===== src/rtl/seg7_scan_driver.sv =====
// rtl/seg7_scan_driver.sv - time-multiplexed hex 7-segment scan driver
module seg7_scan_driver #(
  parameter int DIGITS         = 4,
  parameter int DIV            = 50000,
  parameter bit SEG_ACTIVE_LOW = 1'b1,
  parameter bit DIG_ACTIVE_LOW = 1'b1
) (
  input  logic                  clk,
  input  logic                  rst_n,
  input  logic [4*DIGITS-1:0]   value,
  input  logic [DIGITS-1:0]     dp_in,
  input  logic                  load,
  input  logic                  blank_lz,
  input  logic                  enable,
  output logic [6:0]            seg_out,
  output logic                  dp_out,
  output logic [DIGITS-1:0]     dig_sel,
  output logic                  frame_done
);

  localparam int IW = (DIGITS > 1) ? $clog2(DIGITS) : 1;
  localparam int CW = $clog2(DIV);
  localparam logic [IW-1:0]     IDX_LAST = IW'(DIGITS - 1);
  localparam logic [CW-1:0]     CNT_LAST = CW'(DIV - 1);
  localparam logic [6:0]        SEG_OFF  = SEG_ACTIVE_LOW ? 7'h7F : 7'h00;
  localparam logic              DP_OFF   = SEG_ACTIVE_LOW ? 1'b1 : 1'b0;
  localparam logic [DIGITS-1:0] DIG_OFF  = DIG_ACTIVE_LOW ? {DIGITS{1'b1}} : {DIGITS{1'b0}};

  logic [4*DIGITS-1:0] sh_value;
  logic [DIGITS-1:0]   sh_dp;
  logic                sh_blz;
  logic [CW-1:0]       cnt;
  logic [IW-1:0]       idx;

  logic [3:0]          cur_nib;
  logic                cur_dp;
  logic                cur_blank;
  logic                all_zero;
  logic [DIGITS-1:0]   cur_sel;
  logic [6:0]          seg_lit_n;
  logic [6:0]          seg_next;
  logic                dp_next;
  logic [DIGITS-1:0]   dig_next;
  logic                tick;
  logic                wrap;

  // Active-low pattern, bit order g..a
  function automatic logic [6:0] hex_to_seg_n(input logic [3:0] h);
    case (h)
      4'h0: hex_to_seg_n = 7'h40;
      4'h1: hex_to_seg_n = 7'h79;
      4'h2: hex_to_seg_n = 7'h24;
      4'h3: hex_to_seg_n = 7'h30;
      4'h4: hex_to_seg_n = 7'h19;
      4'h5: hex_to_seg_n = 7'h12;
      4'h6: hex_to_seg_n = 7'h02;
      4'h7: hex_to_seg_n = 7'h78;
      4'h8: hex_to_seg_n = 7'h00;
      4'h9: hex_to_seg_n = 7'h10;
      4'hA: hex_to_seg_n = 7'h08;
      4'hB: hex_to_seg_n = 7'h03;
      4'hC: hex_to_seg_n = 7'h27;
      4'hD: hex_to_seg_n = 7'h21;
      4'hE: hex_to_seg_n = 7'h06;
      default: hex_to_seg_n = 7'h0E;
    endcase
  endfunction

  // Walk from the top digit down so all_zero covers nibbles i..DIGITS-1
  always_comb begin
    cur_nib   = 4'h0;
    cur_dp    = 1'b0;
    cur_blank = 1'b0;
    cur_sel   = '0;
    all_zero  = 1'b1;
    for (int i = DIGITS - 1; i >= 0; i--) begin
      all_zero = all_zero && (sh_value[4*i +: 4] == 4'h0);
      if (idx == IW'(i)) begin
        cur_nib    = sh_value[4*i +: 4];
        cur_dp     = sh_dp[i];
        cur_sel[i] = 1'b1;
        cur_blank  = sh_blz && (i != 0) && all_zero;
      end
    end
  end

  assign seg_lit_n = cur_blank ? 7'h7F : hex_to_seg_n(cur_nib);
  assign seg_next  = SEG_ACTIVE_LOW ? seg_lit_n : ~seg_lit_n;
  assign dp_next   = SEG_ACTIVE_LOW ? ~cur_dp : cur_dp;
  assign dig_next  = DIG_ACTIVE_LOW ? ~cur_sel : cur_sel;
  assign tick      = enable && (cnt == CNT_LAST);
  assign wrap      = tick && (idx == IDX_LAST);

  always_ff @(posedge clk or negedge rst_n) begin
    if (!rst_n) begin
      sh_value <= '0;
      sh_dp    <= '0;
      sh_blz   <= 1'b0;
    end else if (load) begin
      sh_value <= value;
      sh_dp    <= dp_in;
      sh_blz   <= blank_lz;
    end
  end

  always_ff @(posedge clk or negedge rst_n) begin
    if (!rst_n) begin
      cnt <= '0;
      idx <= '0;
    end else if (enable) begin
      if (tick) begin
        cnt <= '0;
        idx <= wrap ? '0 : idx + 1'b1;
      end else begin
        cnt <= cnt + 1'b1;
      end
    end
  end

  always_ff @(posedge clk or negedge rst_n) begin
    if (!rst_n) begin
      seg_out    <= SEG_OFF;
      dp_out     <= DP_OFF;
      dig_sel    <= DIG_OFF;
      frame_done <= 1'b0;
    end else if (enable) begin
      seg_out    <= seg_next;
      dp_out     <= dp_next;
      dig_sel    <= dig_next;
      frame_done <= wrap;
    end else begin
      seg_out    <= SEG_OFF;
      dp_out     <= DP_OFF;
      dig_sel    <= DIG_OFF;
      frame_done <= 1'b0;
    end
  end

endmodule


===== config.mk =====
export PLATFORM = sky130hd
export DESIGN_NAME = seg7_scan_driver
export DESIGN_NICKNAME = d
export VERILOG_FILES = /design/src/rtl/seg7_scan_driver.sv
export SDC_FILE = /design/constraint.sdc
export NUM_CORES = 1
export LEC_CHECK = 0
export CAP_MARGIN = 20
export CELL_PAD_IN_SITES_DETAIL_PLACEMENT = 1
export CELL_PAD_IN_SITES_GLOBAL_PLACEMENT = 2
export CORE_MARGIN = 2
export CORE_UTILIZATION = 36
export CTS_CLUSTER_SIZE = 12
export DETAILED_ROUTE_END_ITERATION = 16
export PLACE_DENSITY = 0.87
export SLEW_MARGIN = 20
export SYNTH_ARGS = -nofsm -noshare
export SYNTH_HDL_FRONTEND = slang
export SYNTH_SLANG_ARGS = --single-unit

===== constraint.sdc =====
create_clock -name clk -period 3.5 [get_ports clk]
set_input_delay 0.525 -clock clk [delete_from_list [all_inputs] [get_ports clk]]
set_output_delay 0.525 -clock clk [all_outputs]
set_load 0.03 [all_outputs]

Yosys cells after proc, flatten, opt, wreduce, memory -nomap -nowiden:

Memories as Yosys holds them, arrays and structs flattened.
Cells that the tools add are included.

* add/sub/neg operators: 2
* eq/ne operators: 4
* mux-type cells: 23
* bitwise gates (word level): 2
* reductions and logical operators: 12

Operator list (count)
* 4-bit two-way mux: 5
* 16-bit by 1-bit adder with 16-bit output (second input constant): 1
* 16-bit == test (second input constant): 1
* 16-bit two-way mux: 1
* 1-bit two-way mux: 14
* 7-bit two-way mux: 2
* 4-bit zero test: 3
* 1-bit logical AND: 7
* 2-bit == test (second input constant): 2
* 4-bit NOT: 1
* 2-bit by 1-bit adder with 2-bit output (second input constant): 1
* 2-bit by 1-bit == test with 1-bit output (second input constant): 1
* 2-bit zero test: 1
* 2-bit two-way mux: 1
* 2-bit AND reduction: 1
* 1-bit NOT: 1

* bits in registers: 52
* memory bits (read-only): 112
* bits of input ports: 25
* output and inout port bits: 13
* word-level logic and storage cells: 53
* memories: 1

Memory list
* (no name shown): depth 16, width 7, rd ports 1, clocked after memory_dff 0, write ports 0, line 49 `case (h)`

Logic depth before layout (Yosys ltp):

Gate-level depths: netlist of run 1.

* depth after elaboration: 8
* gate-level depth with buffers: 12
* depth with buffers taken out: 10

Least setup slack after synthesis of run 1:

No wires, ideal clock.

* path type: register to register
* start: register idx[0]
* end: register seg_out[4]
* setup time: 0.082 ns
* arrival: 2.437 ns
* path slack: 0.981 ns
* cell stages (with the launch flop): 12
* buffers on the path: 2
* cells stage by stage: dfrtp_1 -> inv_1 -> ha_1 -> buf_2 -> buf_2 -> a211o_1 -> o211ai_1 -> inv_1 -> ha_1 -> a2111oi_0 -> a31oi_1 -> o211ai_1

* word-level cells in the longest chain between the ends: 8
* elaborated cells on any way between the ends: 15
* classes of those cells: eq/ne: 3; mux: 10; reduce/logical: 1; memory: 1

Ends and longest elaborated chain
* from (decl): line 33 `logic [IW-1:0] idx;`
* from (signal assigned): line 113 `idx <= wrap ? '0 : idx + 1'b1;`
* 2-bit == test: line 78 `if (idx == IW'(i)) begin`
* 4-bit two-way mux (4 in a row): line 78
* memory read 16 x 7 bit
* 7-bit two-way mux *: line 87 `assign seg_lit_n = cur_blank ? 7'h7F : hex_to_seg_n(cur_nib);`
* 7-bit two-way mux *: line 126 `end else if (enable) begin`
* to (signal assigned): line 127 `seg_out <= seg_next;`
* to (decl): line 15 `output logic [6:0] seg_out,`

Every way passes the cells marked *; elsewhere a longest branch is shown, timed or not.
A chain may end at the register's enable or synchronous reset.

Worst setup path after layout of run 1:

* start: register idx[1]
* end: register seg_out[1]

Same word-level chain as after synthesis.

==> metrics.yaml, run 1 <==
crit_slowest_cell: "or3b_2"
finalMaxSlewViolations: 0
rsz0062_at_grt: "false"
power.total_mw: 1.33
hold_ws_ns: 0.189
tns_ns: 0
insertion_delay_ns: 0.31
async_reset_ff_frac: 1.00
antenna_found_initial: 0
cts_max_path_buffers: 2
io_buffers: 37
hold_buffers: 0
die_h_um: 90.2
worst_pin_slew_ns: 0.917
fmax_mhz: 344
reg2reg_setup_slack_ns: 0.59
synth_top_area_cell: "dfrtp_1"
grt_remaining_overflow: 0
dpl_cell_area_um2: 3120
clk_pin_slew_ns: 0.09
area_growth_pct: 20.3
met1_length_mm: 2.87
drive_gt1_frac: 0.188
start_util: 0.371
cp_cell_sequence: "inv_1 -> ha_1 -> or3b_2 -> o211ai_1 -> inv_1 -> ha_1 -> or3_1 -> o311ai_1"
stdcell_area_um2: 3220
power_density_nw_per_um2: 414
crit-reg2reg-capture: "seg_out[1]$_DFF_PN1_"
cts_tree: "done"
post_cts_buffers: 0
cts_buffers: 5
io_pins: 38
place_congestion: 0.825
synth_area_leaders: "dfrtp_1, dfstp_2, mux2_2, ha_1, nand2_1"
ant_nets: 0
drt_wl_total_mm: 5.77
dr_wl_met3_um: 174
vdd.ir_drop.worst_uv: 163
max_stage_delay_ns: 0.49
fin_crit_ns: 2.91
htreeDepth: 2
power_leakage_nw: 1.35
cp.required_ns: 3.70
via_count: 1925
final_net_count: 306
crit_start: "idx[1]$_DFFE_PN0P_"
antennaDiodeCount: 0
syn_inst: 235
status: "finished clean"
finalHoldViolCount: 0
final-setup-viol-count: 0
grt_start_max_net_pins: 44
grt_pass1_wl_mm: 9.70
yosysWarnings: 0
ys_top_cells_by_count: "dfrtp_1, mux2_2, nand2_1, dfstp_2"
utilization: 0.446
fp-row-count: 31
clock_sinks: 52
dr.pass1.iters: 4
drt_first_iter_violations: 81
track_usage: 0.149
ys.flop_type: "dfrtp_1"
drc: 0
yosysSeqAreaShare: 0.492
worst_hold_path_type: "in2async"
synth_seq_cells: 52
synth_most_common_cell: "dfrtp_1"
wl_met2_mm: 2.63
cp_max_fo: 16
root_buffer: "clkbuf_8"
hpwlAfterDp_mm: 4.33
worstSetupPathType: "reg2reg"
maxCapViolations: 0
maxSlewHeadroom: 0.387
synth_area_per_cell_um2: 11.4
start_kind: "flip-flop"
dieArea_um2: 8130
r2r_start: "idx[1]$_DFFE_PN0P_"
synth_top_area_frac: 0.374
worstPathArrival_ns: 3.11
post_drt_wl_per_cell_um: 15.6
via_per_inst: 5.20
synth_edf_count: 0
finClkSkew_ns: 0.00502
syn_area_um2: 2670
syn_nets: 271
worst-r2r-cell-count: 8
fin_crit_sh: 0.832
top_layer_used: "met4"
cp-end-kind: "flip-flop"
cp-endpoint: "seg_out[1]$_DFF_PN1_"
synth_cell_types: 55
die_x_um: 90.2
cts_resized: 0
core_um2: 7210
grt_pass1_vias: 1939
[critical path: cells and delay by family, from the launching register on]
family	cells	cell delay [ns]
AND/OR/NAND/NOR	2	0.87
adder cells (fa/ha/maj)	2	0.81
buffers and inverters	2	0.28
flip-flops	1	0.41
AO/OA/AOI/OAI	2	0.42
[cell families (layout without fill, tap and decap cells)]
| logic type | count (synthesis) | after routing | synth area share |
|---|---|---|---|
| adder cells (fa/ha/maj) | 11 | 11 | 0.0515 |
| AND/OR/NAND/NOR | 76 | 76 | 0.173 |
| XOR/XNOR | 12 | 12 | 0.0393 |
| buffers and inverters | 20 | 56 | 0.0342 |
| AO/OA/AOI/OAI | 39 | 39 | 0.106 |
| multiplexers | 25 | 25 | 0.103 |
| flip-flops | 52 | 52 | 0.492 |
[report_power, final]
part	leakage, nW	switching, mW	internal (mW)
clock network	0.0445	0.198	0.161
logic	0.697	0.121	0.119
registers	0.612	0.0616	0.673
[layout make-up]
type	instances	area, µm²
Inverter	9	33.8
Fill cell	809	4000
Timing Repair Buffer	39	383
Tap cell	99	124
Clock inverter	1	7.51
Clock buffer	7	86.3
Multi-Input combinational cell	163	1270
Sequential cell	52	1320
[registers in the layout, indices dropped and copies added, names as in the netlist]
name,flops
seg_out,7
cnt,16
sh_blz,1
idx,2
frame_done,1
sh_value,16
sh_dp,4
dig_sel,4
dp_out,1
[how the worst min path moves through the flow]
stage / from / endpoint / slack (ns)
after floorplan: rst_n / cnt[0]$_DFFE_PN0P_ / 0.23
after global placement: cnt[15]$_DFFE_PN0P_ / cnt[15]$_DFFE_PN0P_ / 0.46
after detailed placement: cnt[15]$_DFFE_PN0P_ / cnt[15]$_DFFE_PN0P_ / 0.47
after CTS: rst_n / cnt[11]$_DFFE_PN0P_ / 0.40
after global routing: rst_n / cnt[11]$_DFFE_PN0P_ / 0.23
final: rst_n / cnt[11]$_DFFE_PN0P_ / 0.19
[metrics by stage]
stage	setup WS (ns)	instances
finish	0.589	370
global route	0.357	370
CTS	0.589	370
detailed placement	0.632	362
global placement	0.732	362
floorplan	0.981	235
[cells in the final DEF (no fill, tap or decap), types with 2 or more instances in the layout]
| master | synthesis | routed |
|---|---|---|
| nor3b_1 | 3 | 3 |
| dfstp_2 | 12 | 12 |
| mux2i_1 | 4 | 4 |
| and3b_1 | 2 | 2 |
| a211oi_1 | 5 | 5 |
| xnor2_1 | 6 | 6 |
| dfrtp_1 | 40 | 40 |
| mux2_2 | 21 | 21 |
| a21oi_1 | 2 | 2 |
| clkdlybuf4s50_1 | 0 | 36 |
| nand3_1 | 4 | 4 |
| and3_1 | 4 | 4 |
| o21ai_0 | 10 | 10 |
| a22oi_1 | 2 | 2 |
| inv_1 | 9 | 9 |
| ha_1 | 11 | 11 |
| nand2b_1 | 4 | 4 |
| xor2_1 | 6 | 6 |
| o211ai_1 | 2 | 2 |
| nor2_1 | 11 | 11 |
| nor2b_1 | 4 | 4 |
| a211o_1 | 3 | 3 |
| or3b_2 | 2 | 2 |
| nand3b_1 | 2 | 2 |
| buf_4 | 0 | 3 |
| or3_1 | 3 | 3 |
| nor4_1 | 4 | 4 |
| nand4_1 | 3 | 3 |
| clkbuf_8 | 0 | 6 |
| a221oi_1 | 3 | 3 |
| nand2_1 | 20 | 20 |
[per-layer routing]
metal  track usage  vias up
met5             0        -
met4        0.0500        0
met3        0.0327        6
met2         0.233       34
met1         0.206      972
li1              -      913
(Power assumes the default switching activity.)
==> run 2, diff against run 1 <==
- clock period: 3.5 -> 2.9 ns (I/O delays scaled with it)
==> metrics.yaml, run 2 (synthesis results as in run 1) <==
core_um2: 7210  # unchanged
largestRegisters: "cnt: 16 flops, sh_value: 16 flops, seg_out: 7 flops"
vdd.ir_drop.worst_uv: 185  # +13%
htreeDepth: 2  # unchanged
worst_hold_path_type: "in2async"
tns_ns: 0  # unchanged
maxCapViolations: 0  # unchanged
post-place-ws_ns: 0.308  # -0.324 ns
root_buffer: "clkbuf_8"
ant_nets: 0  # unchanged
cp.required_ns: 3.12  # -0.58 ns
cts_buffers: 5  # unchanged
via_per_inst: 5.09  # -2.1%
worst_pin_slew_ns: 0.945  # +0.0276 ns
worstPathArrival_ns: 2.74  # -0.37 ns
hold_buffers: 0  # unchanged
antenna_found_initial: 0  # unchanged
drive_gt1_frac: 0.216  # +0.0276
grt_pass1_vias: 1908  # -1.6%
fp-row-count: 31  # unchanged
insertion_delay_ns: 0.30  # about the same
start_util: 0.371  # unchanged
post_cts_buffers: 0  # unchanged
cp_max_fo: 11  # -5
worstSetupPathType: "reg2reg"
clk_pin_slew_ns: 0.10  # about the same
grt_start_max_net_pins: 44  # unchanged
start_kind: "flip-flop"
reg2reg_setup_slack_ns: 0.39  # -0.20 ns
dr.pass1.iters: 4  # unchanged
maxSlewHeadroom: 0.370  # -0.0165
via_count: 1920  # -0.26%
cts_tree: "done"
drt_first_iter_violations: 75  # -7.4%
power_leakage_nw: 1.38  # +2.2%
clock_sinks: 52  # unchanged
place_congestion: 0.873  # +5.8%
finalHoldViolCount: 0  # unchanged
power_density_nw_per_um2: 492  # +19%
finClkSkew_ns: 0.00918  # +0.00416 ns
final_cell_mix: "dfrtp_1, clkdlybuf4s50_1, mux2_2"
rsz0062_at_grt: "false"
fin_crit_ns: 2.51  # -0.398 ns
cp-end-kind: "flip-flop"
post_drt_wl_per_cell_um: 14.8  # -5.2%
grt_remaining_overflow: 0  # unchanged
drc: 0  # unchanged
fin_crit_sh: 0.867  # +0.0348
dpl_cell_area_um2: 3170  # +1.7%
cts_max_path_buffers: 2  # unchanged
stdcell_area_um2: 3270  # +1.7%
io_pins: 38  # unchanged
finalMaxSlewViolations: 0  # unchanged
grt_pass1_wl_mm: 9.60  # -1.1%
drt_wl_total_mm: 5.57  # -3.4%
hpwlAfterDp_mm: 4.34  # +0.39%
antennaDiodeCount: 0  # unchanged
crit-reg2reg-capture: "seg_out[4]$_DFF_PN1_"
io_buffers: 37  # unchanged
die_x_um: 90.2  # unchanged
final-setup-viol-count: 0  # unchanged
area_growth_pct: 22.4
final_net_count: 313  # +2.3%
track_usage: 0.145  # -0.00387
layout_commonest_cell: "dfrtp_1"
r2r_start: "idx[1]$_DFFE_PN0P_"
fmax_mhz: 398  # +16%
worst-r2r-cell-count: 9  # +1
die_h_um: 90.2  # unchanged
dieArea_um2: 8130  # unchanged
status: "finished clean"
layout_setup_ws_ns: 0.387  # -0.202 ns
## run 2: cell types whose count changed in the layout (fill, tap and decap cells not counted), sizes merged
cell | before | now
buf | 3 | 10
## run 2: cell type report
| class | count | area (µm²) |
|---|---|---|
| Sequential cell | 52 | 1320 |
| Tap cell | 99 | 124 |
| Fill cell | 821 | 3940 |
| Timing Repair Buffer | 46 | 433 |
| Clock inverter | 1 | 7.51 |
| Inverter | 9 | 33.8 |
| Multi-Input combinational cell | 163 | 1270 |
| Clock buffer | 7 | 86.3 |
## run 2: metal layers
metal / GRT usage / share of wire / vias to the layer above / routed length [µm]
met1: 0.214 / 0.51 / 953 / 2850
met2: 0.219 / 0.45 / 33 / 2500
met3: 0.0235 / 0.028 / 5 / 155
met4: 0.0462 / 0.013 / 0 / 74
met5: 0 / 0 / - / 0
li1: - / - / 929 / -
## run 2: worst max-delay path by stage
stage,start,end,slack (ns),cells past startpoint
global placement,idx[0]$_DFFE_PN0P_,seg_out[3]$_DFF_PN1_,0.41,10
floorplan,idx[0]$_DFFE_PN0P_,seg_out[4]$_DFF_PN1_,0.38,11
CTS,idx[0]$_DFFE_PN0P_,seg_out[4]$_DFF_PN1_,0.25,10
finish,idx[1]$_DFFE_PN0P_,seg_out[4]$_DFF_PN1_,0.39,9
detailed placement,idx[0]$_DFFE_PN0P_,seg_out[4]$_DFF_PN1_,0.31,10
global route,idx[0]$_DFFE_PN0P_,seg_out[3]$_DFF_PN1_,0.06,9
## run 2: report_power, final
| part | leakage (nW) | switching, mW | total, mW | internal [mW] |
|---|---|---|---|---|
| Combinational | 0.726 | 0.147 | 0.297 | 0.150 |
| Clock | 0.0445 | 0.233 | 0.427 | 0.194 |
| Sequential | 0.612 | 0.0725 | 0.884 | 0.812 |
## run 2: repair_timing
item,in CTS,in global routing
endpoints found under the hold margin,0,0
setup endpoints to repair,0,2
resized for setup,0,2
## run 2: metrics by stage
step | power (mW) | cells | util | hold slack, ns
after floorplan | 1.06 | 235 | - | 0.139
after global placement | 1.19 | 369 | 0.440 | 0.464
after detailed placement | 1.20 | 369 | 0.440 | 0.480
after CTS | 1.63 | 377 | 0.453 | 0.295
after global routing | 1.70 | 377 | 0.454 | 0.348
final | 1.61 | 377 | 0.454 | 0.265
## run 2: critical path, stage by stage (launching register included)
cell and delay [ns]:
dfrtp_1 0.42, inv_1 0.11, ha_2 0.30, or3b_2 0.47, o211ai_1 0.14, inv_1 0.12, ha_1 0.21, a2111oi_0 0.42
a31oi_1 0.08, o211ai_1 0.17
